[config.mk]
export PLATFORM = sky130hd
export DESIGN_NAME = fpu_add_requester
export DESIGN_NICKNAME = d
export VERILOG_FILES = /design/src/rtl/fpu_pkg.sv /design/src/rtl/fpu_hs_timer.sv /design/src/rtl/fpu_add_requester.sv
export SDC_FILE = /design/constraint.sdc
export NUM_CORES = 1
export LEC_CHECK = 0
export BUFFER_PORTS_ARGS = -buffer_cell sky130_fd_sc_hd__buf_2
export CAP_MARGIN = 20
export CELL_PAD_IN_SITES_DETAIL_PLACEMENT = 1
export CELL_PAD_IN_SITES_GLOBAL_PLACEMENT = 1
export CORE_UTILIZATION = 37
export DETAILED_ROUTE_END_ITERATION = 8
export PLACE_DENSITY = 0.76
export SLEW_MARGIN = 15
export SYNTH_ARGS = -nofsm -noshare
export SYNTH_HDL_FRONTEND = slang
export SYNTH_HIERARCHICAL = 1
export SYNTH_SLANG_ARGS = --single-unit
[constraint.sdc]
create_clock -name clk -period 2.24 [get_ports clk]
set_input_delay 0.56 -clock clk [delete_from_list [all_inputs] [get_ports clk]]
set_output_delay 0.56 -clock clk [all_outputs]
set_load 0.02 [all_outputs]
[src/rtl/fpu_pkg.sv]
// Shared FPU definitions: handshake state encoding and single-precision constants
// used by the adder, the issue logic and the requester.
package fpu_pkg;

   localparam int FP32_W = 32;
   localparam logic [FP32_W-1:0] FP32_QNAN = 32'h7FC0_0000;

   typedef enum logic [2:0] {
      ST_IDLE   = 3'd0,
      ST_SEND_A = 3'd1,
      ST_SEND_B = 3'd2,
      ST_WAIT_Z = 3'd3,
      ST_RESP   = 3'd4
   } fpu_hs_state_e;

endpackage

[src/rtl/fpu_hs_timer.sv]
// Clear-able cycle counter that flags the last permitted cycle of a handshake wait.
module fpu_hs_timer #(
   parameter int TIMEOUT_CYCLES = 64
) (
   input  logic clk,
   input  logic rst,
   input  logic clear_i,
   input  logic enable_i,
   output logic expire_o
);

   localparam int CW = (TIMEOUT_CYCLES > 2) ? $clog2(TIMEOUT_CYCLES) : 1;
   localparam logic [CW-1:0] LAST = CW'(TIMEOUT_CYCLES - 1);

   logic [CW-1:0] count_q;
   logic [CW-1:0] count_d;

   // Saturates at LAST so a long stall can never wrap back to a non-expired value.
   always_comb begin
      count_d = count_q;
      if (clear_i) begin
         count_d = '0;
      end else if (enable_i && (count_q != LAST)) begin
         count_d = count_q + 1'b1;
      end
   end

   always_ff @(posedge clk or negedge rst) begin
      if (!rst) begin
         count_q <= '0;
      end else begin
         count_q <= count_d;
      end
   end

   assign expire_o = enable_i && (count_q == LAST);

endmodule

[src/rtl/fpu_add_requester.sv]
// Initiator-side handshake engine: sends A then B to the FPU adder, collects the sum
// and returns it upstream, substituting a quiet NaN with an error flag on timeout.
module fpu_add_requester
   import fpu_pkg::*;
#(
   parameter int TIMEOUT_CYCLES = 64,
   parameter int CNT_W          = 16
) (
   input  logic              clk,
   input  logic              rst,
   input  logic              req_valid,
   output logic              req_ready,
   input  logic [FP32_W-1:0] req_a,
   input  logic [FP32_W-1:0] req_b,
   output logic [FP32_W-1:0] input_a,
   output logic [FP32_W-1:0] input_b,
   output logic              input_a_stb,
   output logic              input_b_stb,
   input  logic              input_a_ack,
   input  logic              input_b_ack,
   input  logic [FP32_W-1:0] output_z,
   input  logic              output_z_stb,
   output logic              output_z_ack,
   output logic              rsp_valid,
   input  logic              rsp_ready,
   output logic [FP32_W-1:0] rsp_z,
   output logic              rsp_err,
   output logic [CNT_W-1:0]  done_count
);

   fpu_hs_state_e     state_q;
   logic [FP32_W-1:0] a_q;
   logic [FP32_W-1:0] b_q;
   logic [FP32_W-1:0] rsp_z_q;
   logic              rsp_err_q;
   logic [CNT_W-1:0]  done_count_q;

   logic accept;
   logic aXfer;
   logic bXfer;
   logic timerEnable;
   logic expire;

   assign accept      = (state_q == ST_IDLE) && req_valid;
   assign aXfer       = (state_q == ST_SEND_A) && input_a_ack;
   assign bXfer       = (state_q == ST_SEND_B) && input_b_ack;
   assign timerEnable = (state_q == ST_SEND_A) || (state_q == ST_SEND_B) ||
                        (state_q == ST_WAIT_Z);

   fpu_hs_timer #(
      .TIMEOUT_CYCLES(TIMEOUT_CYCLES)
   ) u_timer (
      .clk     (clk),
      .rst     (rst),
      .clear_i (accept || aXfer || bXfer),
      .enable_i(timerEnable),
      .expire_o(expire)
   );

   // A transfer is tested before expiry in every wait state, so a tie never errors.
   always_ff @(posedge clk or negedge rst) begin
      if (!rst) begin
         state_q      <= ST_IDLE;
         a_q          <= '0;
         b_q          <= '0;
         rsp_z_q      <= '0;
         rsp_err_q    <= 1'b0;
         done_count_q <= '0;
      end else begin
         unique case (state_q)
            ST_IDLE: begin
               if (req_valid) begin
                  a_q     <= req_a;
                  b_q     <= req_b;
                  state_q <= ST_SEND_A;
               end
            end
            ST_SEND_A: begin
               if (input_a_ack) begin
                  state_q <= ST_SEND_B;
               end else if (expire) begin
                  rsp_z_q   <= FP32_QNAN;
                  rsp_err_q <= 1'b1;
                  state_q   <= ST_RESP;
               end
            end
            ST_SEND_B: begin
               if (input_b_ack) begin
                  state_q <= ST_WAIT_Z;
               end else if (expire) begin
                  rsp_z_q   <= FP32_QNAN;
                  rsp_err_q <= 1'b1;
                  state_q   <= ST_RESP;
               end
            end
            ST_WAIT_Z: begin
               if (output_z_stb) begin
                  rsp_z_q   <= output_z;
                  rsp_err_q <= 1'b0;
                  state_q   <= ST_RESP;
               end else if (expire) begin
                  rsp_z_q   <= FP32_QNAN;
                  rsp_err_q <= 1'b1;
                  state_q   <= ST_RESP;
               end
            end
            ST_RESP: begin
               if (rsp_ready) begin
                  if (!rsp_err_q) begin
                     done_count_q <= done_count_q + 1'b1;
                  end
                  state_q <= ST_IDLE;
               end
            end
            default: begin
               state_q <= ST_IDLE;
            end
         endcase
      end
   end

   // req_ready is gated by rst so it reads 0 throughout reset even though IDLE is the reset state.
   assign req_ready    = rst && (state_q == ST_IDLE);
   assign input_a      = a_q;
   assign input_b      = b_q;
   assign input_a_stb  = (state_q == ST_SEND_A);
   assign input_b_stb  = (state_q == ST_SEND_B);
   assign output_z_ack = (state_q == ST_WAIT_Z);
   assign rsp_valid    = (state_q == ST_RESP);
   assign rsp_z        = rsp_z_q;
   assign rsp_err      = rsp_err_q;
   assign done_count   = done_count_q;

endmodule

; After elaboration in Yosys (flattened, before gate mapping)
; Index checks and enable logic that the tools add are counted.
[totals]
regBits = 122
input_bits = 103
out_inout_bits = 118
word_cells = 56
[classes]
addsub = 2
n_eq_ne = 10
mux = 19
bitwise_logic = 1
n_reduce_logical = 17
[op_table]
columns = operator, count
row1 = $mux W32, 4
row2 = $pmux W32 S3, 1
row3 = $mux W3, 6
row4 = $add A16 B1 Y16 const B, 1
row5 = $pmux W3 S5, 1
row6 = $mux W6, 2
row7 = $add A6 B1 Y6 const B, 1
row8 = $eq A3 B2 Y1 const B, 2
row9 = $eq A6 B6 Y1 const B, 1
row10 = $logic_and A1 B1 Y1, 6
row11 = $ne A2 B2 Y1 const B, 3
row12 = $ne A6 B6 Y1 const B, 1
row13 = $reduce_and A3 Y1, 2
row14 = $logic_or A1 B1 Y1, 4
row15 = $mux W1, 4
row16 = $reduce_and A2 Y1, 2
row17 = $eq A3 B1 Y1 const B, 1
row18 = $eq A3 B3 Y1 const B, 1
row19 = $logic_not A3 Y1, 1
row20 = $pmux W1 S3, 1
row21 = $reduce_bool A3 Y1, 1
row22 = $ne A2 B1 Y1 const B, 1
row23 = $reduce_bool A2 Y1, 1
row24 = $not A1 Y1, 1

; Longest topological paths before layout
; Gate-level depths: netlist (run 1).
[logic_depth]
word_depth = 7
depth_mapped = 9
mapped_depth_nobuf = 7

; Modules after synthesis
; Netlist (run 1), hierarchy kept.
[modules_own_cells]
columns = mod, instances, cells_per_inst, area_per_inst_um2, seq_area_each_um2
row1 = fpu_add_requester, 1, 303, 4662.0, 2902.8
row2 = fpu_hs_timer, 1, 42, 389.1, 150.1

; Worst setup path after synthesis (run 1)
; OpenSTA, ideal clock, no wires.
[synth_path]
path_type = flip-flop to flip-flop
startpoint = register state_q[2]
endpoint = register u_timer.count_q[0]
setup_ns = 0.135
arrival_time_ns = 1.662
required_ns = 2.105
slack_ns = 0.443
path_stages_with_launch = 10
n_path_buf = 3
period_less_slack_ns = 1.797
cell_sequence = dfrtp_1 > nor3_1 > and2_1 > buf_6 > buf_6 > o21bai_1 > buf_6 > nor2_1 > a31oi_1 > o311ai_1
[synth_between]
elab_chain_len = 5
elab_cells_between_ends = 14
cone_classes = 3 x eq/ne / 1 x mux / 10 x reduce/logical
[synth_rtl]
columns = element, line
row1 = "start, declared", fpu_add_requester.sv:31  ; fpu_hs_state_e state_q;
row2 = "start signal, assigned", fpu_add_requester.sv:63  ; state_q <= ST_IDLE;
row3 = "start signal, assigned", fpu_add_requester.sv:75  ; state_q <= ST_SEND_A;
row4 = "start signal, assigned", fpu_add_requester.sv:80  ; state_q <= ST_SEND_B;
row5 = $eq A3 B1 Y1 (tied with other cells), "fpu_add_requester.sv:45, fpu_add_requester.sv:47"
row6 = $logic_and A1 B1 Y1 (tied with other cells), fpu_add_requester.sv:45  ; assign aXfer = (state_q == ST_SEND_A) && input_a_ack;
row7 = $logic_or A1 B1 Y1 (on tied branches), "fpu_add_requester.sv:55, fpu_add_requester.sv:47"
row8 = $logic_or A1 B1 Y1 / $logic_and A1 B1 Y1 (equally long branches), "fpu_add_requester.sv:55, fpu_hs_timer.sv:23"
row9 = $mux W6 / $reduce_bool A2 Y1 (equally long branches), --
row10 = "end signal, assigned", fpu_hs_timer.sv:32  ; count_q <= count_d;
row11 = "end, declared", fpu_hs_timer.sv:15  ; logic [CW-1:0] count_q;
; Several ways; a longest one is shown, not always the timed one.
; A chain may end at the register's enable or synchronous reset.

; Final worst setup path (run 1)
[layout_path]
startpoint = register state_q[2]
endpoint = output req_ready
[layout_between]
elab_chain_len = 2
[layout_rtl]
columns = element, line
row1 = $logic_not A3 Y1, fpu_add_requester.sv:123  ; assign req_ready = rst && (state_q == ST_IDLE);
row2 = $logic_and A1 B1 Y1, fpu_add_requester.sv:123
row3 = "end, declared", fpu_add_requester.sv:12  ; output logic req_ready,
; No other way between the ends.

==> results.toml, run 1 <==
[grt]
antenna_found_initial = 1
track_usage_pct = 19.3
grt_max_degree = 123
overflow = 0
grt_pass1_vias = 4082
grt_pass1_wl_mm = 21.2

[pwr]
pwr-share-comb_pct = 40.8
finalPower_mw = 10.6
p_seq_share_pct = 35.0
p_sw_mw = 3.87
leakage_nw = 3.51
p_per_area_nw_per_um2 = 1540
p_sw_share_pct = 36.5
p_int_mw = 6.73
irDropWorstVdd_uv = 796
p_clk_share_pct = 24.2

[detailed_routing]
wire_per_inst_um = 16.9
firstDrtPassIters = 4
drc_errors = 0
num_vias = 3753
ant_nets = 0
vias_per_cell = 4.91
drt_iter0_drc = 167
wirelength_mm = 12.9

[clock_tree]
cts_setup_buffers = 0
cts_tree = "yes"
cts.sinks = 122
clkLatencyLatePin_ns = 0.40
clock_tree.buffer_depth = 2
cts.root.buffer_cell = "clkbuf_16"
cts_buffers = 17
cts_resized = 0
holdBufCountCts = 0
path_clk_slew_ns = 0.05
h-tree-depth = 4

[critical_path]
worstSetupStartpointType = "flip-flop"
path_cells = "nor3_1 > and2_1 > buf_2"
cp-endpoint = "req_ready"
reg2regPathDepth = 7
crit_type = "flip-flop to output pin"
r2r-start = "state_q[1]"
crit_fanout = 7
cp-end-kind = "output pin"
worstPathRequired_ns = 1.68
reg2reg_slack_ns = 0.30
max_stage_delay_ns = 0.45
startpoint = "state_q[2]"
cp.arrival_ns = 1.56
r2r-end = "rsp_z[1]"
worst_path_max_delay_cell = "dfrtp_1"

[cells_and_area]
utilization_pct = 51.7
instances_no_fill = 764
final_common_cell = "buf_2"
layout-drive-gt1-share_pct = 56.2
design_area_um2 = 6880
areaGrowthSynthToFinish_pct = 36.2
final_cell_mix = "buf_2, dfrtp_1, mux2_4"
nNetsFinal = 681

[logic_synthesis]
yosysWarnings = 6
syn_area_per_cell_um2 = 14.6
ys.flop_type = "dfrtp_1"
synth_edf_count = 0
async_flop_share_pct = 100
ys_seq_area_share_pct = 60.4
syn_inst = 345
synth_cell_types = 46
ys_ff_latch = 122
synth_nets = 450
syn_area_um2 = 5050

[floorplan]
fp.dieH_um = 119
start_util_pct = 38.0
die_area_um2 = 14100
die_x_um = 119
rows = 42
core_region_area_um2 = 13300
pin_count = 221

[placed_design]
dpl.hpwl_mm = 9.19
portBuffers = 220
place_inst = 733
place.gp.congestion = 0.751
detailed_place.area_um2 = 6330

[timing]
layout_min_cycle_time_ns = 2.12
skew_ns = 0.00579
tightest_slew_ns = 0.677
setup_violations = 0
hold_viol = 0
finalSetupTns_ns = 0
slew_violations = 0
fmax_mhz = 471
slew_headroom_pct = 54.9
grt_setup_unrepaired = "false"
min_period_over_period_pct = 94.8

[hold_path]
hp-class = "primary input to asynchronous set/reset pin"

[status]
status = "finished, final reports clean"

[job]
max-cap-violations = 0
==> cells in the mapped netlist, drive strengths merged, types with 6 or more instances <==
master    n  area share [%]
buf      13             2.4
o22a      9             1.6
nand3     8            0.79
nor3      7            0.69
inv       6            0.45
nor2     11            0.97
xnor2    10             1.7
nand2    11            0.82
mux2     65              17
dfrtp   122              60
a22o     23             4.0
==> critical path, delay by kind of cell, from the launching register on <==
kind | cells | cell delay (ns)
and+or+nand+nor | 2 | 0.52
DFF | 1 | 0.45
buffers and inverters | 1 | 0.19
==> per-layer routing <==
layer  vias up  global-route usage [%]  wire, um
met2       150                    33.0      6570
met5         -                       0         0
met3        10                    6.42       838
li1       1711                       -         -
met4         0                    6.41       168
met1      1882                    22.6      5320
==> state kept, by name (all words and copies together), names as in the netlist <==
name             count
u_timer/count_q      6
rsp_err              1
input_a             32
state_q              3
input_b             32
done_count          16
rsp_z               32
==> area by class of cell <==
cell class	instances	area [um^2]
Fill cell	1438	6420
Sequential cell	122	3050
Multi-Input combinational cell	201	1840
Timing Repair Buffer	227	1180
Clock buffer	21	450
Tap cell	176	220
Clock inverter	9	100
Inverter	7	27.5
Antenna cell	1	2.50
==> stage by stage <==
| step | setup slack, ns | hold slack, ns |
|---|---|---|
| after floorplan | 0.443 | 0.264 |
| after global placement | 0.339 | 0.456 |
| after detailed placement | 0.255 | 0.471 |
| after CTS | 0.0689 | 0.300 |
| after global routing | 0.0127 | 0.300 |
| final | 0.118 | 0.205 |
==> kinds of logic (layout without fill, tap and decap cells) <==
| group | count (synthesis) | after routing | share of synthesized area [%] |
|---|---|---|---|
| AO/OA/AOI/OAI | 54 | 54 | 8.77 |
| XOR/XNOR | 15 | 15 | 2.60 |
| adder cells (fa/ha/maj) | 2 | 2 | 0.495 |
| buffers and inverters | 22 | 264 | 3.10 |
| flip-flops | 122 | 122 | 60.4 |
| multiplexers | 65 | 65 | 17.3 |
| other | 0 | 1 | 0 |
| AND/OR/NAND/NOR | 65 | 65 | 7.28 |
==> how the worst min path moves through the flow <==
stage	startpoint	end	cells past startpoint
detailed placement	done_count[15]	done_count[15]	1
global placement	done_count[15]	done_count[15]	1
finish	rst	state_q[1]	2
CTS	rst	rsp_z[23]	2
global route	rst	state_q[1]	2
floorplan	rst	done_count[0]	0
==> power groups by stage <==
stage | combinational [mW] | clock [mW] | sequential (mW)
after floorplan | 1.82 | 0 | 4.80
after global placement | 4.25 | 0 | 3.66
after detailed placement | 4.36 | 0 | 3.72
after CTS | 4.39 | 2.64 | 3.72
after global routing | 4.63 | 2.74 | 3.84
final | 4.32 | 2.57 | 3.71
(Power assumes the default switching activity.)
==> inputs of run 2 (changes only) <==
Settings changed: SETUP_SLACK_MARGIN set to 0.2.
==> run 2 against run 1 <==
Net effect:
- sequential power about the same
- power up 0.66%
- flip-flop and latch count did not move
- cell count increased by 0.26%
- setup slack improved by 0.15 ns
- worst hold slack worse by 0.013 ns
- largest power group unchanged
==> results.toml, run 2 (synthesized netlist as in run 1, its figures left out) <==
[floorplan]
rows = 42
core_region_area_um2 = 13300
die_area_um2 = 14100
pin_count = 221
die_x_um = 119
fp.dieH_um = 119
start_util_pct = 38.0

[grt]
grt_pass1_vias = 4099
grt_max_degree = 123
track_usage_pct = 19.3
grt_pass1_wl_mm = 21.3
overflow = 0
antenna_found_initial = 1

[timing]
grt_setup_unrepaired = "true"
slew_headroom_pct = 52.6
fmax_mhz = 507
skew_ns = 0.00592
slew_violations = 0
layout_min_cycle_time_ns = 1.97
min_period_over_period_pct = 88.0
fin_ws_ns = 0.268
hold_viol = 0
tightest_slew_ns = 0.711
setup_violations = 0
finalSetupTns_ns = 0

[pwr]
finalPower_mw = 10.7
leakage_nw = 3.52
irDropWorstVdd_uv = 796
p_per_area_nw_per_um2 = 1540

[job]
max-cap-violations = 0

[cells_and_area]
nNetsFinal = 683
final_common_cell = "buf_2"
final_cell_mix = "buf_2, dfrtp_1, mux2_4"
areaGrowthSynthToFinish_pct = 37.0
instances_no_fill = 766
layout-drive-gt1-share_pct = 57.4
fill_cells = 1434

[detailed_routing]
drc_errors = 0
ant_nets = 0
firstDrtPassIters = 4
num_vias = 3764
drt_iter0_drc = 153
wire_per_inst_um = 16.9
wirelength_mm = 13.0
vias_per_cell = 4.91

[clock_tree]
holdBufCountCts = 0
clock_tree.buffer_depth = 2
cts_tree = "yes"
h-tree-depth = 4
path_clk_slew_ns = 0.05
cts.root.buffer_cell = "clkbuf_16"
clkLatencyLatePin_ns = 0.40
cts.sinks = 122
cts_buffers = 17

[critical_path]
crit_fanout = 7
crit_type = "flip-flop to output pin"
cp-end-kind = "output pin"
worstPathRequired_ns = 1.68
cp.arrival_ns = 1.41
worstSetupStartpointType = "flip-flop"

[placed_design]
place.gp.congestion = 0.751
dpl.hpwl_mm = 9.19
place_inst = 733
preCtsSetupSlack_ns = 0.255
portBuffers = 220

[hold_path]
hp-class = "primary input to asynchronous set/reset pin"

[status]
status = "finished, final reports clean"
## run 2: changes by cell type in the layout (fill, tap and decap cells not counted), sizes merged
cell  previous run  this run
buf            227       229
## run 2: per-layer routing
| layer | global-route usage, % | vias to the layer above | wire [um] |
|---|---|---|---|
| met5 | 0 | - | 0 |
| met1 | 22.8 | 1891 | 5310 |
| met3 | 6.42 | 10 | 828 |
| met2 | 33.1 | 148 | 6640 |
| li1 | - | 1715 | - |
| met4 | 6.41 | 0 | 168 |
## run 2: report_power, final
| group | internal (mW) | switching (mW) | total (mW) |
|---|---|---|---|
| Clock | 1.64 | 0.928 | 2.57 |
| Combinational | 1.98 | 2.40 | 4.38 |
| Sequential | 3.16 | 0.561 | 3.72 |
## run 2: path summary, 6_finish.rpt
path                                          from             end  slack, ns  cells after the start
worst min register to register      done_count[15]  done_count[15]       0.47                      1
max in group asynchronous                      rst     input_b[14]       1.45                      2
worst min-delay path                           rst      state_q[1]       0.19                      2
worst max-delay path                    state_q[1]       req_ready       0.27                      3
min in group clk                         rsp_ready      state_q[2]       0.37                      2
worst max register to register  u_timer/count_q[0]        rsp_z[1]       0.31                      6
## run 2: layout make-up
cell class / count / area [um^2] / share of cell area, %
Sequential cell: 122 / 3060 / 44.2
Multi-Input combinational cell: 201 / 1860 / 26.9
Timing Repair Buffer: 229 / 1200 / 17.4
Clock buffer: 21 / 450 / 6.51
Tap cell: 176 / 220 / 3.18
Clock inverter: 9 / 100 / 1.45
Inverter: 7 / 27.5 / 0.398
Antenna cell: 1 / 2.50 / 0.0362
## run 2: critical path, cell delays in order (launching register included)
cell	delay, ns
dfrtp_2	0.46
nor3_4	0.23
and2_4	0.18
buf_4	0.14
## run 2: what timing repair did
item	in CTS	in global routing
gates resized for setup	4	6
setup buffers	1	1
cloned	0	0
pin swaps	1	0
endpoints found under the setup margin	1	6
## run 2: stage by stage
stage | utilization, % | hold WS (ns) | instance area [um^2]
3_3_place_gp | 47.6 | 0.456 | 6330
4_1_cts | 51.9 | 0.302 | 6900
3_5_place_dp | 47.6 | 0.471 | 6330
5_1_grt | 52.1 | 0.303 | 6920
6_report | 52.1 | 0.192 | 6920
2_1_floorplan | - | 0.264 | 5050
